**config.mk**
```make
export PLATFORM = sky130hd
export DESIGN_NAME = graphic_command_sender_flat
export DESIGN_NICKNAME = d
export VERILOG_FILES = /design/src/rtl/graphic_command_sender_if.sv /design/src/rtl/graphic_command_sender.sv /design/src/flat_wrapper.sv
export SDC_FILE = /design/constraint.sdc
export NUM_CORES = 1
export LEC_CHECK = 0
export CORE_MARGIN = 5
export CORE_UTILIZATION = 45
export CTS_BUF_LIST = sky130_fd_sc_hd__clkbuf_4 sky130_fd_sc_hd__clkbuf_8
export CTS_CLUSTER_SIZE = 25
export DETAILED_ROUTE_END_ITERATION = 6
export GPL_TIMING_DRIVEN = 0
export HOLD_SLACK_MARGIN = 0.03
export PLACE_DENSITY_LB_ADDON = 0.3
export SLEW_MARGIN = 30
export SYNTH_ARGS = -nofsm -noshare
export SYNTH_HDL_FRONTEND = slang
export SYNTH_SLANG_ARGS = --single-unit
```
**constraint.sdc**
```tcl
create_clock -name Clk -period 2.8 [get_ports Clk]
set_input_delay 0.28 -clock Clk [delete_from_list [all_inputs] [get_ports Clk]]
set_output_delay 0.28 -clock Clk [all_outputs]
set_load 0.02 [all_outputs]
```
**src/rtl/graphic_command_sender_if.sv**
```systemverilog
// Command/stream/UART/status bundle for graphic_command_sender.
//   Cmd*    : command request handshake (CmdValid/CmdReady + opcode/color/addr)
//   Pix*    : stream pixel handshake (PixValid/PixReady + color)
//   Tx*     : UART transmitter byte interface (TxEnable pulse, TxReady from UART)
//   Rx*     : UART receiver byte interface (RxReady marks a valid RxData byte)
//   Status  : Done/Error pulses, Busy level, Retries count
// slave modport = the sender block; master modport = the requester/UART side.
interface graphic_command_sender_if;
  logic        CmdValid;
  logic        CmdReady;
  logic [3:0]  CmdOpcode;
  logic [2:0]  CmdColor;
  logic [16:0] CmdAddr;
  logic        PixValid;
  logic        PixReady;
  logic [2:0]  PixColor;
  logic [7:0]  TxData;
  logic        TxEnable;
  logic        TxReady;
  logic [7:0]  RxData;
  logic        RxReady;
  logic        Done;
  logic        Error;
  logic        Busy;
  logic [1:0]  Retries;

  modport slave (
    input  CmdValid, CmdOpcode, CmdColor, CmdAddr,
    input  PixValid, PixColor,
    input  TxReady, RxData, RxReady,
    output CmdReady, PixReady, TxData, TxEnable,
    output Done, Error, Busy, Retries
  );

  modport master (
    output CmdValid, CmdOpcode, CmdColor, CmdAddr,
    output PixValid, PixColor,
    output TxReady, RxData, RxReady,
    input  CmdReady, PixReady, TxData, TxEnable,
    input  Done, Error, Busy, Retries
  );
endinterface

```
**src/rtl/graphic_command_sender.sv**
```systemverilog
// Sends a 24-bit command {opcode,color,addr} to a graphic card over a UART
// byte interface, waits for an acknowledge byte with timeout/retry, and for
// STREAM commands forwards STREAM_PIXELS pixel bytes, each individually acked.
// Ports:
//   Clk : clock
//   Rst : synchronous active-high reset
//   bus : graphic_command_sender_if.slave (command, pixel, UART, status)
module graphic_command_sender #(
  parameter logic [7:0]  ACK_BYTE      = 8'd42,
  parameter int unsigned ACK_TIMEOUT   = 500_000,
  parameter int unsigned MAX_RETRIES   = 3,
  parameter int unsigned STREAM_PIXELS = 120_000
) (
  input logic                     Clk,
  input logic                     Rst,
  graphic_command_sender_if.slave bus
);

  localparam int unsigned TMO_W     = $clog2(ACK_TIMEOUT + 1);
  localparam int unsigned PIX_W     = 17;
  localparam int unsigned WORD_W    = 24;
  localparam logic [3:0]  OP_STREAM = 4'b0011;

  typedef enum logic [2:0] {
    IDLE, SEND, CMD_ACK, PIX_WAIT, PIX_SEND, PIX_ACK, FINAL_ACK
  } state_e;

  state_e              state_q, state_d;
  logic [WORD_W-1:0]   word_q, word_d;
  logic [1:0]          byte_idx_q, byte_idx_d;
  logic [1:0]          retries_q, retries_d;
  logic [TMO_W-1:0]    tmo_q, tmo_d;
  logic [PIX_W-1:0]    pix_cnt_q, pix_cnt_d;
  logic                wait_low_q, wait_low_d;
  logic [7:0]          tx_data_q, tx_data_d;
  logic                tx_enable_q, tx_enable_d;
  logic                done_q, done_d;
  logic                error_q, error_d;
  logic                busy_q, busy_d;
  logic                cmd_ready_q, cmd_ready_d;
  logic                pix_ready_q, pix_ready_d;

  logic                rx_ack;
  logic                tmo_hit;
  logic                can_send;
  logic [7:0]          cur_byte;

  assign rx_ack   = bus.RxReady && (bus.RxData == ACK_BYTE);
  assign tmo_hit  = (tmo_q == TMO_W'(ACK_TIMEOUT - 1));
  // wait_low_q holds off the next byte until the UART has dropped TxReady
  // after the previous pulse; TxReady only falls in response to TxEnable.
  assign can_send = bus.TxReady && !wait_low_q;
  assign cur_byte = (byte_idx_q == 2'd0) ? word_q[23:16] :
                    (byte_idx_q == 2'd1) ? word_q[15:8]  : word_q[7:0];

  // Next-state and registered-output logic.
  always_comb begin
    state_d     = state_q;
    word_d      = word_q;
    byte_idx_d  = byte_idx_q;
    retries_d   = retries_q;
    tmo_d       = tmo_q;
    pix_cnt_d   = pix_cnt_q;
    wait_low_d  = wait_low_q;
    tx_data_d   = tx_data_q;
    tx_enable_d = 1'b0;
    done_d      = 1'b0;
    error_d     = 1'b0;

    if (!bus.TxReady) wait_low_d = 1'b0;

    case (state_q)
      IDLE: begin
        if (bus.CmdValid) begin
          word_d     = {bus.CmdOpcode, bus.CmdColor, bus.CmdAddr};
          byte_idx_d = 2'd0;
          retries_d  = 2'd0;
          pix_cnt_d  = '0;
          state_d    = SEND;
        end
      end
      SEND: begin
        if (can_send) begin
          tx_enable_d = 1'b1;
          wait_low_d  = 1'b1;
          tx_data_d   = cur_byte;
          if (byte_idx_q == 2'd2) begin
            tmo_d   = '0;
            state_d = CMD_ACK;
          end else begin
            byte_idx_d = byte_idx_q + 2'd1;
          end
        end
      end
      CMD_ACK: begin
        // An ack in the expiring cycle still counts as an ack.
        if (rx_ack) begin
          if (word_q[23:20] == OP_STREAM) begin
            state_d = PIX_WAIT;
          end else begin
            done_d  = 1'b1;
            state_d = IDLE;
          end
        end else if (tmo_hit) begin
          if (32'(retries_q) < MAX_RETRIES) begin
            retries_d  = retries_q + 2'd1;
            byte_idx_d = 2'd0;
            state_d    = SEND;
          end else begin
            error_d = 1'b1;
            state_d = IDLE;
          end
        end else begin
          tmo_d = tmo_q + TMO_W'(1);
        end
      end
      PIX_WAIT: begin
        if (bus.PixValid) begin
          tx_data_d = {bus.PixColor, 5'b0};
          state_d   = PIX_SEND;
        end
      end
      PIX_SEND: begin
        if (can_send) begin
          tx_enable_d = 1'b1;
          wait_low_d  = 1'b1;
          tmo_d       = '0;
          state_d     = PIX_ACK;
        end
      end
      PIX_ACK: begin
        if (rx_ack) begin
          pix_cnt_d = pix_cnt_q + PIX_W'(1);
          tmo_d     = '0;
          if (pix_cnt_q + PIX_W'(1) == PIX_W'(STREAM_PIXELS)) state_d = FINAL_ACK;
          else                                                state_d = PIX_WAIT;
        end else if (tmo_hit) begin
          error_d = 1'b1;
          state_d = IDLE;
        end else begin
          tmo_d = tmo_q + TMO_W'(1);
        end
      end
      FINAL_ACK: begin
        if (rx_ack) begin
          done_d  = 1'b1;
          state_d = IDLE;
        end else if (tmo_hit) begin
          error_d = 1'b1;
          state_d = IDLE;
        end else begin
          tmo_d = tmo_q + TMO_W'(1);
        end
      end
      default: state_d = IDLE;
    endcase

    // Level outputs follow the state being entered so they line up with state_q.
    busy_d      = (state_d != IDLE);
    cmd_ready_d = (state_d == IDLE);
    pix_ready_d = (state_d == PIX_WAIT);
  end

  // State and output registers.
  always_ff @(posedge Clk) begin
    if (Rst) begin
      state_q     <= IDLE;
      word_q      <= '0;
      byte_idx_q  <= 2'd0;
      retries_q   <= 2'd0;
      tmo_q       <= '0;
      pix_cnt_q   <= '0;
      wait_low_q  <= 1'b0;
      tx_data_q   <= 8'd0;
      tx_enable_q <= 1'b0;
      done_q      <= 1'b0;
      error_q     <= 1'b0;
      busy_q      <= 1'b0;
      cmd_ready_q <= 1'b1;
      pix_ready_q <= 1'b0;
    end else begin
      state_q     <= state_d;
      word_q      <= word_d;
      byte_idx_q  <= byte_idx_d;
      retries_q   <= retries_d;
      tmo_q       <= tmo_d;
      pix_cnt_q   <= pix_cnt_d;
      wait_low_q  <= wait_low_d;
      tx_data_q   <= tx_data_d;
      tx_enable_q <= tx_enable_d;
      done_q      <= done_d;
      error_q     <= error_d;
      busy_q      <= busy_d;
      cmd_ready_q <= cmd_ready_d;
      pix_ready_q <= pix_ready_d;
    end
  end

  assign bus.TxData   = tx_data_q;
  assign bus.TxEnable = tx_enable_q;
  assign bus.Done     = done_q;
  assign bus.Error    = error_q;
  assign bus.Busy     = busy_q;
  assign bus.CmdReady = cmd_ready_q;
  assign bus.PixReady = pix_ready_q;
  assign bus.Retries  = retries_q;

endmodule

```
**src/flat_wrapper.sv**
```systemverilog
// flat-port wrapper written by rule: the top's interface ports become plain ports
module graphic_command_sender_flat 
#(
  parameter logic [7:0]  ACK_BYTE      = 8'd42,
  parameter int unsigned ACK_TIMEOUT   = 500_000,
  parameter int unsigned MAX_RETRIES   = 3,
  parameter int unsigned STREAM_PIXELS = 120_000
)
  (Clk, Rst, bus_CmdValid, bus_CmdOpcode, bus_CmdColor, bus_CmdAddr, bus_PixValid, bus_PixColor, bus_TxReady, bus_RxData, bus_RxReady, bus_CmdReady, bus_PixReady, bus_TxData, bus_TxEnable, bus_Done, bus_Error, bus_Busy, bus_Retries);
  graphic_command_sender_if bus_i ();
  input logic Clk;
  input logic Rst;
  input wire logic [$bits(bus_i.CmdValid)-1:0] bus_CmdValid;
  input wire logic [$bits(bus_i.CmdOpcode)-1:0] bus_CmdOpcode;
  input wire logic [$bits(bus_i.CmdColor)-1:0] bus_CmdColor;
  input wire logic [$bits(bus_i.CmdAddr)-1:0] bus_CmdAddr;
  input wire logic [$bits(bus_i.PixValid)-1:0] bus_PixValid;
  input wire logic [$bits(bus_i.PixColor)-1:0] bus_PixColor;
  input wire logic [$bits(bus_i.TxReady)-1:0] bus_TxReady;
  input wire logic [$bits(bus_i.RxData)-1:0] bus_RxData;
  input wire logic [$bits(bus_i.RxReady)-1:0] bus_RxReady;
  output wire logic [$bits(bus_i.CmdReady)-1:0] bus_CmdReady;
  output wire logic [$bits(bus_i.PixReady)-1:0] bus_PixReady;
  output wire logic [$bits(bus_i.TxData)-1:0] bus_TxData;
  output wire logic [$bits(bus_i.TxEnable)-1:0] bus_TxEnable;
  output wire logic [$bits(bus_i.Done)-1:0] bus_Done;
  output wire logic [$bits(bus_i.Error)-1:0] bus_Error;
  output wire logic [$bits(bus_i.Busy)-1:0] bus_Busy;
  output wire logic [$bits(bus_i.Retries)-1:0] bus_Retries;
  assign bus_i.CmdValid = bus_CmdValid;
  assign bus_i.CmdOpcode = bus_CmdOpcode;
  assign bus_i.CmdColor = bus_CmdColor;
  assign bus_i.CmdAddr = bus_CmdAddr;
  assign bus_i.PixValid = bus_PixValid;
  assign bus_i.PixColor = bus_PixColor;
  assign bus_i.TxReady = bus_TxReady;
  assign bus_i.RxData = bus_RxData;
  assign bus_i.RxReady = bus_RxReady;
  assign bus_CmdReady = bus_i.CmdReady;
  assign bus_PixReady = bus_i.PixReady;
  assign bus_TxData = bus_i.TxData;
  assign bus_TxEnable = bus_i.TxEnable;
  assign bus_Done = bus_i.Done;
  assign bus_Error = bus_i.Error;
  assign bus_Busy = bus_i.Busy;
  assign bus_Retries = bus_i.Retries;
  graphic_command_sender #(.ACK_BYTE(ACK_BYTE), .ACK_TIMEOUT(ACK_TIMEOUT), .MAX_RETRIES(MAX_RETRIES), .STREAM_PIXELS(STREAM_PIXELS)) u_core (.Clk(Clk), .Rst(Rst), .bus(bus_i));
endmodule
```
==> results of run 1 <==
flip-flops by register name, indices dropped and copies added, names as in the netlist, 2 cells and up:
register            cells
u_core.bus.Retries      2
u_core.bus.TxData       8
u_core.byte_idx_q       2
u_core.pix_cnt_q       17
u_core.state_q          3
u_core.tmo_q           19
u_core.word_q          24
cell type report:
type	instances	area share
multi-input cells	405	0.460
flip-flops and latches	82	0.334
repair buffers	55	0.112
well taps	108	0.0275
clock buffers	10	0.0267
plain buffers	31	0.0252
clock inverters	6	0.0104
inverters	7	0.00534
metrics by stage:
| step | setup WS, ps | cell area [um2] | util |
|---|---|---|---|
| 3_5_place_dp | 57.7 | 4740 | 0.541 |
| 2_1_floorplan | 779 | 4050 | - |
| 4_1_cts | 406 | 4920 | 0.562 |
| 6_report | 326 | 4920 | 0.562 |
| 3_3_place_gp | 129 | 4740 | 0.541 |
| 5_1_grt | 182 | 4920 | 0.562 |
worst max-delay path, delay by kind of cell (launching register included):
family	cells	cell delay [ps]
adders and majority gates	1	170
DFF	1	370
AOI/OAI and AO/OA	1	230
muxes	1	240
and+or+nand+nor	5	1350
routing by layer:
layer,vias up,GRT usage
li1,1961,-
met1,1795,0.224
met2,101,0.309
met3,22,0.0339
met4,0,0.0858
met5,-,0
final timing paths:
kind,end,depth (start not counted),slack [ps]
hold / removal,u_core.word_q[11]$_SDFFE_PP0P_,3,460
setup reg to reg,u_core.byte_idx_q[0]$_SDFFE_PP0P_,8,330
setup / recovery,u_core.byte_idx_q[0]$_SDFFE_PP0P_,8,330
hold reg to reg,u_core.word_q[19]$_SDFFE_PP0P_,2,460
power by group through the flow:
stage	Sequential [mW]	Combinational (mW)	Clock (mW)
3_3_place_gp	1.26	0.322	0
2_1_floorplan	1.27	0.180	0
5_1_grt	1.24	0.362	0.869
6_report	1.23	0.328	0.814
4_1_cts	1.23	0.328	0.825
3_5_place_dp	1.26	0.327	0
layout by cell type, fill, tap and decap left out, types with 2 or more instances in the layout:
cell type / count
clkdlybuf4s50_1: 55
nor3b_1: 2
inv_1: 7
and3_1: 8
mux2i_1: 11
a21boi_0: 2
ha_1: 6
a31oi_1: 5
and2_1: 5
nand2_1: 78
nor4_1: 3
nand4_1: 7
buf_2: 6
nand3_1: 18
a2111oi_0: 2
o32ai_1: 2
nor4_2: 2
o31ai_1: 3
a21o_1: 3
xor2_1: 9
a21oi_1: 64
o21ai_0: 13
or3_1: 4
a211oi_1: 7
nand3b_1: 3
dfxtp_1: 82
or4_1: 2
nor2b_1: 2
o21ai_1: 2
nand3_2: 2
nor3_1: 26
clkbuf_1: 25
clkinvlp_4: 3
nor2_1: 74
clkbuf_8: 9
xnor2_1: 12
nand2b_1: 5
kinds of logic after synthesis:
logic type               share of synthesized area
flip-flops                                   0.405
AND/OR/NAND/NOR                              0.300
multiplexers                                0.0299
adder cells (fa/ha/maj)                     0.0185
XOR/XNOR                                    0.0454
AO/OA/AOI/OAI                                0.165
buffers and inverters                       0.0370
==> metrics.yaml, run 1 <==
start_util: 0.463
synth_cells: 525
fp-row-count: 34
clkLatencyLatePin_ps: 360
netlist_area_mm2: 0.00405
yosysMostFrequentCell: "dfxtp_1"
grt_pass1_vias: 3697
crit_start: "u_core.tmo_q[0]$_SDFFE_PP0P_"
area.growth.synth_to_final_pct: 21.4
crit_type: "flop to flop"
dieWidth_um: 105
crit_chain: "ha_1 > nand2_1 > nor2_1 > nand3_2 > or4_1 > a21oi_2 > mux2i_1 > nor2_1"
clock-sinks: 82
grt_antenna_before_repair: 0
setup_viol: 0
nets: 638
power.total_mw: 2.37
overflow: 0
wl_met3_um: 475
fin_hold_ws_ps: 458
die_area_mm2: 0.0110
p_leak_nw: 1.69
grt_first_pass_wirelength_um: 16900
first_pass_iters: 5
finalHoldViolCount: 0
drv_slew: 0
drt_iter0_markers: 214
post-route-period-util: 0.884
cts_tree: "done"
p_per_area_mw_per_mm2: 482
p_sw_uw: 678
crit_arrival_ps: 2720
drcViolationCount: 0
status: "finished clean"
fp.dieH_um: 105
drive_gt1_frac: 0.0570
crit_slowest_cell: "or4_1"
final_cells: 704
worstPathRequired_ps: 3040
rsz0062_at_grt: "false"
critPathMaxStageDelay_ps: 560
slew_headroom: 0.615
routed_wl_um: 10100
track_usage: 0.183
wl_met1_um: 4580
power_frac_seq: 0.519
hpwl_um: 7500
netlist_top_cells_area: "dfxtp_1 (40%), a21oi_1 (7.9%), nand2_1 (7.2%), nor2_1 (6.9%), nor3_1 (3.2%)"
cts_buffer_depth: 2
cp-end-kind: "flop"
synth_edf_count: 0
cp_max_fo: 8
synth-seq-cells: 82
start_kind: "flop"
netlist_top_cells_count: "dfxtp_1 (82), nand2_1 (78), nor2_1 (74)"
postCtsSetupBuffers: 0
cts.reportedPaths.clkPinSlew_ps: 90
yosys_warnings: 0
diodes: 0
cts_hold_buf: 0
grt_start_max_net_pins: 16
ys.flop_type: "dfxtp_1"
multiInputGateArea_mm2: 0.00226
antenna_left: 0
port_buffers: 55
wl_per_cell_um: 14.4
swShare: 0.286
highest_layer: "met4"
p_int_mw: 1.70
synth_async_sr_flop_share: 0
synth_top_area_share: 0.405
numCtsBuffers: 9
max_freq_mhz: 404
io-pin-count: 57
syn_avg_cell_area_um2: 7.72
maxCapViolCount: 0
vias: 3879
tightest_slew_ps: 578
yosysSeqAreaShare: 0.405
vdd.ir_drop.worst_v: 0.000194
comb_power_share: 0.138
fillCellCount: 831
fin_tns_setup_ps: 0
root_buffer: "clkbuf_8"
hold_start: "bus_CmdAddr[11]"
regArea_mm2: 0.00164
coreArea_mm2: 0.00876
fin_crit_ps: 2470
dp.cells: 688
synth_fp_nets: 572
synth_top_area_cell: "dfxtp_1"
cts_resized: 0
skew_ps: 12.0
reg2reg_from: "u_core.tmo_q[0]$_SDFFE_PP0P_"
h-tree-depth: 3
ys_types: 57
via_per_inst: 5.51
clock_power_share: 0.343
globalplace.congestion: 0.927
dr_wl_met2_um: 4870
critPathMostFrequentCell: "nor2_1"
holdCritPathClass: "input port to flop"
(Power assumes the default switching activity.)
==> inputs of run 2 (changes only) <==
CORE_ASPECT_RATIO = 0.8   (was unset)
SLEW_MARGIN = 10   (was 30)
==> run 2 against run 1 <==
Effect of this change:
- clock power up 22%
- clock skew up 4.8 ps
- sequential power about the same
- setup slack better by 2.3 ps
- first-iteration DRC count up 73%
- combinational power about the same
- core utilization down 0.32 points
- global-route usage up 0.92 points
- cell count up 0.99%
- largest cell class unchanged
==> metrics.yaml, run 2 (synthesized netlist as in run 1, its figures left out) <==
io-pin-count: 57
slew_headroom: 0.583
status: "finished clean"
hold_depth: 3
max_freq_mhz: 405
diodes: 0
root_buffer: "clkbuf_8"
fin_crit_ps: 2470
die_area_mm2: 0.0110
drcViolationCount: 0
cp-end-kind: "flop"
worst_r2r_path_depth: 8
port_buffers: 55
p_per_area_mw_per_mm2: 513
largest_reg_flops: 24
fp.dieH_um: 94.9
first_pass_iters: 5
vias: 3934
cts_hold_buf: 0
grt_first_pass_wirelength_um: 16800
reg2reg_from: "u_core.tmo_q[0]$_SDFFE_PP0P_"
fin_tns_setup_ps: 0
hpwl_um: 7540
start_util: 0.454
cp_max_fo: 8
clock-sinks: 82
numCtsBuffers: 9
crit_arrival_ps: 2720
globalplace.congestion: 0.847
track_usage: 0.192
maxCapViolCount: 0
holdCritPathClass: "input port to flop"
fp-row-count: 31
worstReg2RegEnd: "u_core.byte_idx_q[0]$_SDFFE_PP0P_"
grt_pass1_vias: 3632
cts_tree: "done"
vdd.ir_drop.worst_v: 0.000256
worstPathRequired_ps: 3040
routed_wl_um: 10200
area.growth.synth_to_final_pct: 22.9
postCtsSetupBuffers: 0
finalHoldViolCount: 0
rrSetupSlack_ps: 330
post-route-period-util: 0.883
skew_ps: 16.8
p_leak_nw: 1.72
final_cell_mix: "dfxtp_1 (82), nand2_1 (78), nor2_1 (74)"
start_kind: "flop"
coreArea_mm2: 0.00892
min_to: "u_core.word_q[3]$_SDFFE_PP0P_"
setup_viol: 0
wl_per_cell_um: 14.3
antenna_left: 0
clkLatencyLatePin_ps: 360
rsz0062_at_grt: "false"
reg.largest.list: "u_core.word_q: 24 flops, u_core.tmo_q: 19 flops, u_core.pix_cnt_q: 17 flops"
grt_antenna_before_repair: 0
h-tree-depth: 3
overflow: 0
drive_gt1_frac: 0.0570
power.total_mw: 2.56
fillCellCount: 802
top_register: "u_core.word_q"
cts_buffer_depth: 2
crit_type: "flop to flop"
final_common_cell: "dfxtp_1"
drv_slew: 0
cts_resized: 0
dieWidth_um: 116
grt_start_max_net_pins: 16
hold_start: "bus_CmdAddr[3]"
cts.reportedPaths.clkPinSlew_ps: 90
tightest_slew_ps: 625
via_per_inst: 5.53
drt_iter0_markers: 370
nets: 638
## run 2: cell types whose count changed in the layout (fill, tap and decap cells not counted)
cell | before | now
bufinv_16 | 0 | 2
clkbuf_4 | 1 | 0
clkinvlp_4 | 3 | 1
clkbuf_8 | 9 | 10
## run 2: how the worst max path moves through the flow
| stage | start | end | slack (ps) | depth (start not counted) |
|---|---|---|---|---|
| final | u_core.tmo_q[0]$_SDFFE_PP0P_ | u_core.byte_idx_q[0]$_SDFFE_PP0P_ | 330 | 8 |
| after global routing | u_core.tmo_q[0]$_SDFFE_PP0P_ | u_core.byte_idx_q[0]$_SDFFE_PP0P_ | 130 | 8 |
| after CTS | u_core.tmo_q[0]$_SDFFE_PP0P_ | u_core.byte_idx_q[0]$_SDFFE_PP0P_ | 360 | 8 |
| after detailed placement | bus_RxData[1] | u_core.tmo_q[13]$_SDFFE_PP0P_ | 40 | 8 |
| after global placement | bus_RxData[1] | u_core.tmo_q[13]$_SDFFE_PP0P_ | 110 | 8 |
| after floorplan | u_core.tmo_q[0]$_SDFFE_PP0P_ | u_core.byte_idx_q[0]$_SDFFE_PP0P_ | 780 | 8 |
## run 2: per-stage QoR
step	setup slack, ps	cell area (um2)	hold slack (ps)	util	std cells
after global placement	107	4750	442	0.532	695
after floorplan	779	4050	416	-	525
after detailed placement	42.6	4750	447	0.532	695
after CTS	359	4980	441	0.558	711
after global routing	131	4980	452	0.558	711
final	328	4980	453	0.558	711
## run 2: critical path, stage by stage (launching register included)
cell,delay (ps)
dfxtp_1,370
ha_1,170
nand2_1,200
nor2_1,330
nand3_2,220
or4_1,550
a21oi_2,240
mux2i_1,210
nor2_1,50
## run 2: final cells by class
cell class                 count  area [um2]  share of cell area
timing repair buffer          55         551               0.110
tap                          115         144              0.0289
clock inverter                 6        96.3              0.0193
multi-input combinational    405        2260               0.454
inverter                       7        26.3             0.00527
clock buffer                  10         138              0.0276
buffer                        31         124              0.0249
sequential                    82        1640               0.329
## run 2: metal layers
layer / GRT usage / routed length (um)
met5: 0 / 0
met4: 0.0512 / 138
met3: 0.0512 / 698
met2: 0.298 / 4650
met1: 0.265 / 4720
## run 2: report_power, final
| group | switching, mW | internal (mW) | total (mW) |
|---|---|---|---|
| logic | 0.184 | 0.144 | 0.329 |
| clock network | 0.460 | 0.537 | 0.997 |
| registers | 0.0228 | 1.21 | 1.23 |
